File: src/rtl/fp32_accum_ctrl.sv
// -----------------------------------------------------------------------------
// fp32_accum_ctrl
//   Sequential wrapper around an external combinational fp32 adder. Accepts a
//   stream of `len` fp32 operands over a valid/ready handshake, accumulates
//   them as acc <= acc + operand, presents the final sum on a valid/ready
//   output and keeps sticky NaN / infinity flags for the current reduction.
//
// Optional feature macro: FP32_ACC_PIPE_EN
//   When defined, the operand is registered (b_q) on its handshake and the
//   adder result is consumed one cycle later in a WAIT state, giving one
//   operand every two clocks.
//
// Ports:
//   clk        in   clock, rising edge
//   rst        in   synchronous active-high reset
//   start      in   begin a reduction (only honoured in IDLE)
//   len        in   operand count, sampled with start
//   in_valid   in   operand valid
//   in_data    in   fp32 operand
//   in_ready   out  operand accepted on in_valid & in_ready
//   add_a      out  adder operand a (running sum)
//   add_b      out  adder operand b (operand, or captured operand when piped)
//   add_sum    in   adder result
//   out_valid  out  final sum valid
//   out_data   out  final sum
//   out_ready  in   consumer ready
//   busy       out  high whenever not IDLE
//   exc_nan    out  sticky: a captured sum was NaN
//   exc_inf    out  sticky: a captured sum was +/-inf
// -----------------------------------------------------------------------------
module fp32_accum_ctrl #(
    parameter int CNT_W = 8
) (
    input  logic             clk,
    input  logic             rst,
    input  logic             start,
    input  logic [CNT_W-1:0] len,
    input  logic             in_valid,
    input  logic [31:0]      in_data,
    output logic             in_ready,
    output logic [31:0]      add_a,
    output logic [31:0]      add_b,
    input  logic [31:0]      add_sum,
    output logic             out_valid,
    output logic [31:0]      out_data,
    input  logic             out_ready,
    output logic             busy,
    output logic             exc_nan,
    output logic             exc_inf
);

    typedef enum logic [1:0] {
        ST_IDLE  = 2'd0,
        ST_ACCUM = 2'd1,
        ST_WAIT  = 2'd2,
        ST_DONE  = 2'd3
    } state_t;

    // NaN: all-ones exponent with a non-zero mantissa
    function automatic logic f_is_nan(input logic [31:0] v);
        return (v[30:23] == 8'hFF) && (v[22:0] != 23'd0);
    endfunction

    // Infinity: all-ones exponent with a zero mantissa
    function automatic logic f_is_inf(input logic [31:0] v);
        return (v[30:23] == 8'hFF) && (v[22:0] == 23'd0);
    endfunction

    state_t           state_r;
    state_t           state_nxt_s;
    logic [31:0]      acc_r;
    logic [CNT_W-1:0] cnt_r;
    logic [CNT_W-1:0] len_q_r;
    logic             exc_nan_r;
    logic             exc_inf_r;
    logic             in_ready_r;
    logic             out_valid_r;
    logic             busy_r;
    logic             hs_in_s;
    logic             hs_out_s;
    logic             last_s;

`ifdef FP32_ACC_PIPE_EN
    logic [31:0]      b_q_r;
`endif

    assign hs_in_s  = in_valid & in_ready_r;
    assign hs_out_s = out_valid_r & out_ready;
    // cnt_r < len_q_r whenever an operand is in flight, so +1 cannot wrap
    assign last_s   = ((cnt_r + {{(CNT_W-1){1'b0}}, 1'b1}) == len_q_r);

    // Next-state logic
    always_comb begin
        state_nxt_s = state_r;
        case (state_r)
            ST_IDLE: begin
                if (start) begin
                    if (len != {CNT_W{1'b0}}) begin
                        state_nxt_s = ST_ACCUM;
                    end else begin
                        state_nxt_s = ST_DONE;
                    end
                end else begin
                    state_nxt_s = ST_IDLE;
                end
            end
            ST_ACCUM: begin
                if (hs_in_s) begin
`ifdef FP32_ACC_PIPE_EN
                    state_nxt_s = ST_WAIT;
`else
                    if (last_s) begin
                        state_nxt_s = ST_DONE;
                    end else begin
                        state_nxt_s = ST_ACCUM;
                    end
`endif
                end else begin
                    state_nxt_s = ST_ACCUM;
                end
            end
            ST_WAIT: begin
`ifdef FP32_ACC_PIPE_EN
                if (last_s) begin
                    state_nxt_s = ST_DONE;
                end else begin
                    state_nxt_s = ST_ACCUM;
                end
`else
                state_nxt_s = ST_IDLE;
`endif
            end
            ST_DONE: begin
                if (hs_out_s) begin
                    state_nxt_s = ST_IDLE;
                end else begin
                    state_nxt_s = ST_DONE;
                end
            end
            default: begin
                state_nxt_s = ST_IDLE;
            end
        endcase
    end

    // State register and handshake outputs, registered from the next state
    always_ff @(posedge clk) begin
        if (rst) begin
            state_r     <= ST_IDLE;
            in_ready_r  <= 1'b0;
            out_valid_r <= 1'b0;
            busy_r      <= 1'b0;
        end else begin
            state_r     <= state_nxt_s;
            in_ready_r  <= (state_nxt_s == ST_ACCUM);
            out_valid_r <= (state_nxt_s == ST_DONE);
            busy_r      <= (state_nxt_s != ST_IDLE);
        end
    end

    // Accumulator, element counter, length latch and sticky flags
    always_ff @(posedge clk) begin
        if (rst) begin
            acc_r     <= 32'h0000_0000;
            cnt_r     <= {CNT_W{1'b0}};
            len_q_r   <= {CNT_W{1'b0}};
            exc_nan_r <= 1'b0;
            exc_inf_r <= 1'b0;
`ifdef FP32_ACC_PIPE_EN
            b_q_r     <= 32'h0000_0000;
`endif
        end else begin
            case (state_r)
                ST_IDLE: begin
                    if (start) begin
                        acc_r     <= 32'h0000_0000;
                        cnt_r     <= {CNT_W{1'b0}};
                        exc_nan_r <= 1'b0;
                        exc_inf_r <= 1'b0;
                        if (len != {CNT_W{1'b0}}) begin
                            len_q_r <= len;
                        end
                    end
                end
                ST_ACCUM: begin
                    if (hs_in_s) begin
`ifdef FP32_ACC_PIPE_EN
                        b_q_r     <= in_data;
`else
                        acc_r     <= add_sum;
                        cnt_r     <= cnt_r + {{(CNT_W-1){1'b0}}, 1'b1};
                        exc_nan_r <= exc_nan_r | f_is_nan(add_sum);
                        exc_inf_r <= exc_inf_r | f_is_inf(add_sum);
`endif
                    end
                end
                ST_WAIT: begin
`ifdef FP32_ACC_PIPE_EN
                    // Adder saw {acc, b_q} during this whole cycle
                    acc_r     <= add_sum;
                    cnt_r     <= cnt_r + {{(CNT_W-1){1'b0}}, 1'b1};
                    exc_nan_r <= exc_nan_r | f_is_nan(add_sum);
                    exc_inf_r <= exc_inf_r | f_is_inf(add_sum);
`endif
                end
                ST_DONE: begin
                    acc_r <= acc_r;
                end
                default: begin
                    acc_r <= acc_r;
                end
            endcase
        end
    end

    assign in_ready  = in_ready_r;
    assign out_valid = out_valid_r;
    assign out_data  = acc_r;
    assign busy      = busy_r;
    assign exc_nan   = exc_nan_r;
    assign exc_inf   = exc_inf_r;
    assign add_a     = acc_r;
`ifdef FP32_ACC_PIPE_EN
    assign add_b     = b_q_r;
`else
    assign add_b     = in_data;
`endif

endmodule

File: config.mk
export PLATFORM = sky130hd
export DESIGN_NAME = fp32_accum_ctrl
export DESIGN_NICKNAME = d
export VERILOG_FILES = /design/src/rtl/fp32_accum_ctrl.sv
export SDC_FILE = /design/constraint.sdc
export NUM_CORES = 1
export LEC_CHECK = 0
export CAP_MARGIN = 20
export CELL_PAD_IN_SITES_DETAIL_PLACEMENT = 2
export CELL_PAD_IN_SITES_GLOBAL_PLACEMENT = 2
export CORE_ASPECT_RATIO = 0.75
export CORE_MARGIN = 3
export CORE_UTILIZATION = 20
export DETAILED_ROUTE_END_ITERATION = 16
export GPL_TIMING_DRIVEN = 0
export HOLD_SLACK_MARGIN = 0.02
export PLACE_DENSITY = 0.86
export REMOVE_ABC_BUFFERS = 1
export SLEW_MARGIN = 10
export SYNTH_ARGS = -nofsm -noshare
export SYNTH_HDL_FRONTEND = slang
export SYNTH_SLANG_ARGS = --single-unit
export TNS_END_PERCENT = 5
File: constraint.sdc
create_clock -name clk -period 4.2 [get_ports clk]
set_clock_uncertainty 0.15 [all_clocks]
set_input_delay 0.84 -clock clk [delete_from_list [all_inputs] [get_ports clk]]
set_output_delay 0.84 -clock clk [all_outputs]
set_load 0.1 [all_outputs]
[Word-level counts from Yosys, hierarchy flattened]
Index checks and enable logic that the tools add are counted.
Cells by class
  $add $sub $neg: 1
  $mul: 0
  divide/modulo/power cells: 0
  order comparisons: 0
  equal/unequal tests: 9
  shifts and indexed selects: 0
  mux-type cells: 17
  bitwise operators: 4
  reduce and logical (&&, ||, !) cells: 10
Operators with widths (count)
  32-bit two-way mux: 2
  32-bit case mux with 2 select lines: 1
  23-bit logical NOT: 1
  23-bit nonzero test: 1
  8-bit two-way mux: 2
  8-bit case mux with 2 select lines: 1
  2-bit two-way mux: 5
  8-bit by 1-bit adder with 8-bit output (second input constant): 1
  8-bit equality test: 1
  8-bit equality test (second input constant): 1
  2-bit case mux with 4 select lines: 1
  8-bit nonzero test: 1
  2-bit equality test (second input constant): 3
  3-bit AND reduction: 2
  2-bit by 1-bit equality test with 1-bit output (second input constant): 2
  2-bit inequality test (second input constant): 2
  1-bit case mux with 2 select lines: 2
  2-bit nonzero test: 2
  1-bit two-way mux: 3
  1-bit AND: 2
  1-bit logical AND: 2
  2-bit logical NOT: 1
  1-bit bitwise OR: 2
Storage, ports and cells
  flip-flop bits (word level): 55
  latch bits: 0
  memory bits (writable): 0
  ROM bits: 0
  input port bits: 77
  logic and storage cells: 50
  memories kept: 0

[Longest topological paths before layout]
  depth in word-level cells: 6
  mapped depth: 7
  gate-level depth less buffers: 6

[Worst setup path before layout]
OpenSTA, ideal clock, no wires.
  path kind: register to register
  start: register in_ready_r (netlist: in_ready)
  end: register in_ready_r (netlist: in_ready)
  library setup time: 0.115 ns
  arrival: 2.203 ns
  path slack: 1.731 ns
  cell stages (with the launch flop): 6
  buffers on the path: 0
  cell sequence: dfxtp_1 -> nand4b_4 -> nor3_1 -> o311ai_1 -> or4_4 -> and3_1
Between the ends
  longest elaborated chain between the ends: 4
RTL lines
  from (decl): RTL line 76  | logic in_ready_r;
  from (signal assigned): RTL line 155  | in_ready_r <= (state_nxt_s == ST_ACCUM);
  1-bit AND: RTL line 87  | assign hs_in_s = in_valid & in_ready_r;
  2-bit two-way mux: RTL line 108  | if (hs_in_s) begin
  2-bit case mux with 4 select lines: RTL line 95  | case (state_r)
  2-bit by 1-bit equality test with 1-bit output: RTL line 155
Every way passes these cells.
A chain may end at the register's enable or synchronous reset.

[Final worst setup path]
  start: input start
  end: register cnt_r[5]
Between the ends
  longest elaborated chain between the ends: 2
RTL lines
  from (decl): RTL line 36  | input logic start,
  2-bit inequality test (no line)
  3-bit AND reduction (no line)
  to (signal assigned): RTL line 165  | cnt_r <= {CNT_W{1'b0}};
  to (signal assigned): RTL line 177  | cnt_r <= {CNT_W{1'b0}};
  to (signal assigned): RTL line 191  | cnt_r <= cnt_r + {{(CNT_W-1){1'b0}}, 1'b1};
  to (decl): RTL line 72  | logic [CNT_W-1:0] cnt_r;
Every way passes these cells.

==> flow_summary.toml <==
[route]
routed_wl_um = 10600
route.met3.wl_um = 1060
drtIter0Drc = 82
top_layer_used = "met4"
vias_per_cell = 4.59
met1Wirelength_um = 4680
route.vias.total = 2536
post-route-drc-count = 0
met2WireLength_um = 4820
avgRoutedWirePerCell_um = 19.2
firstDrtPassIters = 4
ant_nets = 0

[floorplanning]
die_h_um = 109
die_w_um = 143
num_rows = 36
coreArea_um2 = 13400
dieArea_um2 = 15500
num_io_pins = 178
start_util_pct = 21.0

[status]
status = "complete, no violations"

[clock_tree]
tritoncts = "done"
cts_buffers = 5
clk_root_buffer_cell = "clkbuf_16"
cts_max_level = 2
post-cts-setup-buffers = 0
cts_sinks = 55
cts_hold_buffers = 0
clk_pin_slew_worst_paths_ns = 0.07
cts_resized = 0
clock_path_buffers = 2
clk_latency_ns = 0.29

[global_routing]
grt_pass1_wl_um = 16600
grt_max_degree = 35
grt_usage_pct = 13.6
antenna_found_initial = 0
grt_pass1_vias = 2868
grt_overflow = 0

[logic_synthesis]
synth_compound_area_share_pct = 12.8
ys.flop_type = "dfxtp_1"
synth_edf_count = 0
synth_top_area_share_pct = 39.1
synthAdderAreaFrac_pct = 0.445
ys_seq_area_share_pct = 39.1
synth.yosys.warnings = 0
yosys.area_share.simple_pct = 22.4
synthXorXnorAreaFrac_pct = 2.80
async_flop_share_pct = 0
syn-cell-area_um2 = 2810
synth.distinct_cells = 39
ys_ff_latch = 55
synthCells = 338
synthTopCellsByArea = "dfxtp_1, buf_4, nor2_1, a21oi_1, a22oi_1"
syn_avg_cell_area_um2 = 8.32
synth_top_area_cell = "dfxtp_1"
muxShareOfSynthArea_pct = 2.49
synth_top_family_by_area = "simple AND/OR/NAND/NOR gates"

[sta]
worst_slew_pin_slew_ns = 0.998
fmaxAchievable_ghz = 0.312
period_share_pct = 76.2
hold_viol = 0
fin_setup_tns_ns = 0
rsz0062_at_grt = "false"
hold_ws_ns = 0.332
maxSlewViolCount = 0
relSlewSlack_pct = 33.2
setup_viol = 0
finalCriticalPeriod_ns = 3.20

[placed_design]
dp_hpwl_um = 8110
place_congestion = 0.682
dp_cells = 544
io_buffers = 113

[critical_path]
reg2reg_to = "cnt_r[5]"
required_ns = 4.22
worstReg2RegStart = "state_r[0]"
reg2reg_depth = 5
crit_fanout = 21
worstPathArrival_ns = 3.22
critPathCaptureType = "flop"
start_kind = "input pin"
r2r_setup_slack_ns = 1.61
crit_type = "input pin to flop"

[final_layout]
drive_above_1_share_pct = 4.99
final_cells = 552
layout_common_cells = "clkdlybuf4s50_1, dfxtp_1, nor2_1"
syn2layout_area_growth_pct = 36.0
diodes = 0
final_util_pct = 28.6
nNetsFinal = 459
final_common_cell = "clkdlybuf4s50_1"

[hold_path]
hold_start = "add_a[8]"
worstHoldPathCells = 2
hold_path_end = "add_a[8]"
hold_path.class = "flop to flop"

[power_and_ir_drop]
power.leakage_uw = 0.00132
ir_worst_vdd_uv = 181
power_density_nw_per_um2 = 341

[flow_run]
maxCapViolations = 0
[cells in the mapped netlist, drive strengths merged (2+ instances only)]
cell type  instances
xor2               6
buf               70
or4                2
clkbuf            12
a22oi             17
and3               2
nor2b              4
mux2i              7
nor3               5
nand3             21
nor4               8
xnor2              3
nand2             27
o21ai              3
nand2b             2
a211oi             2
a31oi              2
dfxtp             55
nand4              4
a21oi             28
a2bb2oi            2
nor2              40
nand3b             2
[worst max-delay path: stages]
cell and delay (ns):
clkdlybuf4s50_1 0.48, nor3b_2 0.57, nand2b_1 0.81, o21ai_0 0.22, a22oi_1 0.23, nor2_1 0.06
[routing by layer]
metal  global-route usage [%]  vias up
li1                         -     1188
met1                     17.4     1233
met2                     21.2      110
met3                     7.01        5
met4                     1.83        0
met5                        0        -
[layout make-up]
type	instances	area [um2]
clock inverter	2	13.8
inverter	1	3.75
clock buffer	5	125
timing repair buffer	118	1210
tap	171	214
sequential	55	1100
fill	1484	9550
multi-input combinational	200	1160
[registers in the layout, indices dropped and copies added, names as in the netlist]
signal	flops
add_a	32
exc_inf	1
busy	1
cnt_r	8
exc_nan	1
out_valid	1
state_r	2
len_q_r	8
in_ready	1
[logic make-up (layout without fill, tap and decap cells)]
kind of cell / after synthesis / in the layout
compound gates: 58 / 58
xor+xnor: 9 / 9
fa+ha+maj: 1 / 1
buf+inv: 83 / 126
flops: 55 / 55
mux: 7 / 7
simple gates: 125 / 125
[how the worst max path moves through the flow]
stage / start / endpoint / slack (ns)
final: start / cnt_r[5] / 1.0
after global routing: start / cnt_r[5] / 0.68
after CTS: start / cnt_r[5] / 0.91
after detailed placement: start / cnt_r[5] / 0.59
after global placement: in_valid / exc_nan / -0.90
after floorplan: in_ready / exc_nan / 1.00
[per-stage QoR]
step	area (um2)	power (uW)	setup slack (ns)
floorplan	2250	771	1.00
global placement	3600	891	-0.901
detailed placement	3670	910	0.593
CTS	3810	1340	0.914
global route	3830	1370	0.680
finish	3830	1310	0.999
[where the power goes]
part	internal, uW	total [uW]	switching (uW)
clock network	218	411	192
registers	538	555	16.5
logic	105	341	236
total	861	1310	445
Note: power is estimated with default switching activity, not from simulation.
